$ cat config.mk
export PLATFORM = sky130hd
export DESIGN_NAME = univ_shift_reg
export DESIGN_NICKNAME = d
export VERILOG_FILES = /design/src/rtl/univ_shift_reg.sv
export SDC_FILE = /design/constraint.sdc
export NUM_CORES = 1
export LEC_CHECK = 0
export BUFFER_PORTS_ARGS = -buffer_cell sky130_fd_sc_hd__buf_2
export CORE_AREA = 4 4 41 43
export CTS_CLUSTER_SIZE = 16
export DETAILED_ROUTE_END_ITERATION = 10
export DIE_AREA = 0 0 45 47
export PLACE_DENSITY_LB_ADDON = 0.1
export RECOVER_POWER = 100
export SLEW_MARGIN = 20
export SYNTH_ARGS = -nofsm -noshare
export SYNTH_HDL_FRONTEND = slang
export SYNTH_SLANG_ARGS = --single-unit
$ cat constraint.sdc
create_clock -name clk -period 1.9 [get_ports clk]
set_input_delay 0.38 -clock clk [delete_from_list [all_inputs] [get_ports clk]]
set_output_delay 0.38 -clock clk [all_outputs]
set_load 0.02 [all_outputs]
$ cat src/rtl/univ_shift_reg.sv
// rtl/univ_shift_reg.sv - parametrised universal shift register with frame counter and masked pattern match
module univ_shift_reg #(
  parameter int                 WIDTH   = 4,
  parameter logic [WIDTH-1:0]   PATTERN = '0,
  parameter logic [WIDTH-1:0]   MASK    = '1
) (
  input  logic             clk,
  input  logic             resetn,
  input  logic             en,
  input  logic [1:0]       mode,
  input  logic             si,
  input  logic             sil,
  input  logic [WIDTH-1:0] pi,
  output logic [WIDTH-1:0] po,
  output logic             so,
  output logic             sol,
  output logic             frame_valid,
  output logic             match
);

  localparam int CW = $clog2(WIDTH + 1);
  localparam logic [CW-1:0] CNT_LAST = CW'(WIDTH - 1);

  localparam logic [1:0] MODE_HOLD  = 2'b00;
  localparam logic [1:0] MODE_RIGHT = 2'b01;
  localparam logic [1:0] MODE_LEFT  = 2'b10;
  localparam logic [1:0] MODE_LOAD  = 2'b11;

  logic [WIDTH-1:0] q, q_next;
  logic [CW-1:0]    cnt, cnt_next;
  logic             fv_next;
  logic             shifting;

  // Next register contents, frame count and frame pulse from the current command.
  always_comb begin
    q_next   = q;
    cnt_next = cnt;
    fv_next  = 1'b0;
    shifting = 1'b0;
    if (en) begin
      case (mode)
        MODE_HOLD: begin
          q_next = q;
        end
        MODE_RIGHT: begin
          q_next   = {si, q[WIDTH-1:1]};
          shifting = 1'b1;
        end
        MODE_LEFT: begin
          q_next   = {q[WIDTH-2:0], sil};
          shifting = 1'b1;
        end
        MODE_LOAD: begin
          // A load restarts framing, even when it lands on the final shift slot.
          q_next   = pi;
          cnt_next = '0;
        end
        default: begin
          q_next = q;
        end
      endcase
      // Both shift directions advance the same frame count.
      if (shifting) begin
        if (cnt == CNT_LAST) begin
          cnt_next = '0;
          fv_next  = 1'b1;
        end else begin
          cnt_next = cnt + 1'b1;
        end
      end
    end
  end

  // State registers; reset clears everything, including any partial frame.
  always_ff @(posedge clk or negedge resetn) begin
    if (!resetn) begin
      q           <= '0;
      cnt         <= '0;
      frame_valid <= 1'b0;
    end else begin
      q           <= q_next;
      cnt         <= cnt_next;
      frame_valid <= fv_next;
    end
  end

  assign po    = q;
  assign so    = q[0];
  assign sol   = q[WIDTH-1];
  // Match depends on the register only, never on an input port.
  assign match = ((q ^ PATTERN) & MASK) == '0;

endmodule

==> results by stage <==
Clock network:
- The clock network latency to the later pin of the worst-skew pair is 0.25 ns.
- The clock passes through at most 2 buffers.
- The clock tree root buffer cell is clkbuf_4.
- The post-cts repair resize count is 0.
- TritonCTS built the clock tree.
- The total clock sinks is 8.
- The clock slew seen by the registers of the worst setup and hold paths is 0.06 ns.
- Clock tree synthesis inserted a total of 3 buffers.
- After clock tree synthesis, the flow added hold-fix buffers numbering 1.
- CTS built an H-tree with a depth of 1.
- The total setup buffers inserted after CTS is 0.

Synth:
- The count of warnings emitted by yosys is 0.
- The top cell type by total area after synthesis is dfrtp_1.
- The cell count after synthesis came out at 48.
- The number of distinct library cells after synthesis is 16.
- In this run the mean area of a mapped cell was 9.33 sq um.
- The share of the Yosys chip area taken by registers is 0.447.
- The mapped netlist covers 448 sq um.
- After synthesis, the cell types taking the most area are dfrtp_1, ha_1, a22o_1, o21ai_1, nand2_1.
- The post-synthesis net count is 63.
- The share of synthesized area in the top cell type comes to 0.447.
- Counting flops and latches in the post-synthesis netlist gives 8.

Worst hold path:
- The hold path startpoint is en.
- The path with the worst hold slack has its endpoint at frame_valid.
- In this run the worst hold path is classified as in2reg.
- The worst hold path was traced through 3 stages.

GRT:
- The routing usage on met3 is 0.0613.
- The routing usage on met2 is 0.175.
- For met1 alone, demand over resource in global routing was 0.131.
- After global routing the overflow that remains totals 0.
- Entering global routing, the biggest net connects 11 pins.
- The most utilized layer in the global route result is met2.
- The via count of the first global-routing pass was 389.
- The initial antenna violation count came to 0.
- Across every metal layer, demand over resource in global routing totals 0.109.
- The first global-routing pass estimated 1650 microns of wire.

Worst setup path:
- The critical path goes through nor4_1, clkbuf_1.
- The worst register-to-register path begins at cnt[0].
- In this run the worst path has a maximum fanout of 5.
- The slack of the worst reg-to-reg path is 0.88 ns.
- The worst register-to-register path ends at cnt[1].
- STA classifies the critical path startpoint as a flop.
- The number of buffer and inverter instances along the worst setup path is 1.
- The path type of the worst setup path is reg2out.
- Data on the critical path arrives at its endpoint at 1.23 ns.
- The longest individual stage delay on the worst path is 0.43 ns.
- The kind of end point of the critical path is a primary output.
- At the worst endpoint, the required time is 1.52 ns.
- The number of cells on the worst reg-to-reg path is 4.
- The kind of cell adding the most delay to the critical path is flip-flops.
- The worst-path cell with the longest stage delay is dfrtp_1.

Detailed routing:
- The final route contains 390 vias.
- Using the TritonRoute via totals, the vias-per-cell ratio works out to 4.76.
- For this run, design rule violations remaining after detail routing come to 0.
- For this block, the initial DRC count from the detailed router was 4.
- Dividing the detail-routed wire length by the instance count gives 11.9 microns.
- The detailed-route wire length is 977 microns.
- The count of nets left with antenna violations once routing finished came out at 0.
- The first-pass iteration count of the detailed router is 4.

Power and ir drop:
- The maximum ir drop on the vdd rail is 0.448 mV.
- Dividing total power by cell area gives a power density of 884 nW/um^2.
- The standby leakage power is 0.274 nW.

Flow run:
- The max-capacitance violation count is 0.

Timing:
- Setup violations remaining at the end of the flow were counted as 0.
- The post-route clock period utilization is 0.846.
- Based on the critical path, the design can be clocked at up to 0.622 GHz.
- The number of slew-limit violations in the final report came to 0.
- Hold timing on the final database bottoms out at a slack of 0.377 ns.
- Setup repair after global routing left no endpoint under its margin.
- The final critical path time including I/O delays and setup is 1.61 ns.
- The headroom to the max-slew limit is 0.715.
- The transition time at the pin with the least slew margin is 0.428 ns.
- The clock skew is 0.00447 ns.
- The number of endpoints with negative hold slack in the final report was 0.
- Setup total negative slack on the finished layout was measured at 0 ns.

Finish:
- Fill cells in the final layout number 146.
- The layout-stage area growth over the synthesis result is 24.6%.
- In the layout the commonest cells are buf_2, clkbuf_1, dfrtp_1.
- The number of antenna diodes in the final layout is 0.
- In the final layout, the share of cells above drive strength 1 is 0.179.
- The net total in the final layout is 84.

Placed design:
- In this run the tool buffered the top-level ports with 18 buffer cells.
- The final weighted congestion of routability-driven global placement is 0.679.
- Detailed placement finished with a half-perimeter wire length of 771 microns.

Floorplanning:
- The floorplan has 13 rows.
- The initial cell density of the core is 0.344.
- Measured along the x axis, the die boundary spans 45 microns.
- The die covers 2120 sq um.
- In this run the standard cell core region covers 1300 sq um.
- The height of the die is 47 microns.
- The count of pins on the block boundary is 19.

Status:
- The run finished with clean final reports.
## worst max-delay path by stage
stage,from,endpoint,slack (ns),depth (start not counted)
CTS,po[1],match,0.35,2
detailed placement,mode[0],po[2],0.56,6
global route,po[1],match,0.19,2
global placement,mode[0],po[2],0.54,6
floorplan,po[1],match,0.30,1
finish,po[1],match,0.29,2
## cell usage after synthesis
| library cell | number |
|---|---|
| nor2_1 | 2 |
| inv_1 | 3 |
| ha_1 | 4 |
| o21ai_1 | 6 |
| nand2_1 | 6 |
| nor4_1 | 1 |
| buf_2 | 1 |
| dfrtp_1 | 8 |
| nand3_1 | 1 |
| a21oi_1 | 4 |
| nand2b_1 | 3 |
| buf_4 | 2 |
| nand4_1 | 1 |
| a22o_1 | 4 |
| a21boi_1 | 1 |
| and2b_1 | 1 |
## worst reg2reg max path: stages, from the launching register on
cell and delay, ns:
dfrtp_1 0.38, ha_1 0.21, nand2b_1 0.11, nand3_1 0.08, o21ai_0 0.15
## registers in the layout, indices dropped and copies added (netlist names)
signal,cells
cnt,3
po,4
frame_valid,1
## area by class of cell
cell class	count	area, sq um	area share
clock buffers	3	22.5	0.0404
inverters	3	11.3	0.0202
multi-input cells	34	216	0.388
flip-flops and latches	8	200	0.359
well taps	15	18.8	0.0336
repair buffers	19	88.8	0.159
## cell families after synthesis
| logic type | synth area share |
|---|---|
| AOI/OAI and AO/OA | 0.207 |
| and+or+nand+nor | 0.165 |
| DFF | 0.447 |
| buffers and inverters | 0.0698 |
| adders and majority gates | 0.112 |
## where the power goes
group          internal, W  total (W)  switching, W
combinational    0.0000508   0.000139     0.0000886
clock            0.0000724   0.000131     0.0000586
sequential        0.000196   0.000223     0.0000266
## through the flow
step / utilization / cell area (sq um) / setup slack (ns) / total power, W / std cells
3_5_place_dp: 0.413 / 537 / 0.558 / 0.000377 / 78
3_3_place_gp: 0.413 / 537 / 0.544 / 0.000378 / 78
6_report: 0.429 / 558 / 0.293 / 0.000493 / 82
5_1_grt: 0.429 / 558 / 0.185 / 0.000536 / 82
2_1_floorplan: - / 448 / 0.299 / 0.000329 / 48
4_1_cts: 0.438 / 569 / 0.353 / 0.000516 / 82
## per-layer routing
| metal | routed length, microns | up-vias |
|---|---|---|
| li1 | - | 205 |
| met1 | 439 | 170 |
| met2 | 441 | 15 |
| met3 | 96 | 0 |
| met4 | 0 | 0 |
| met5 | 0 | - |
Power figures use the tool's default switching activity.
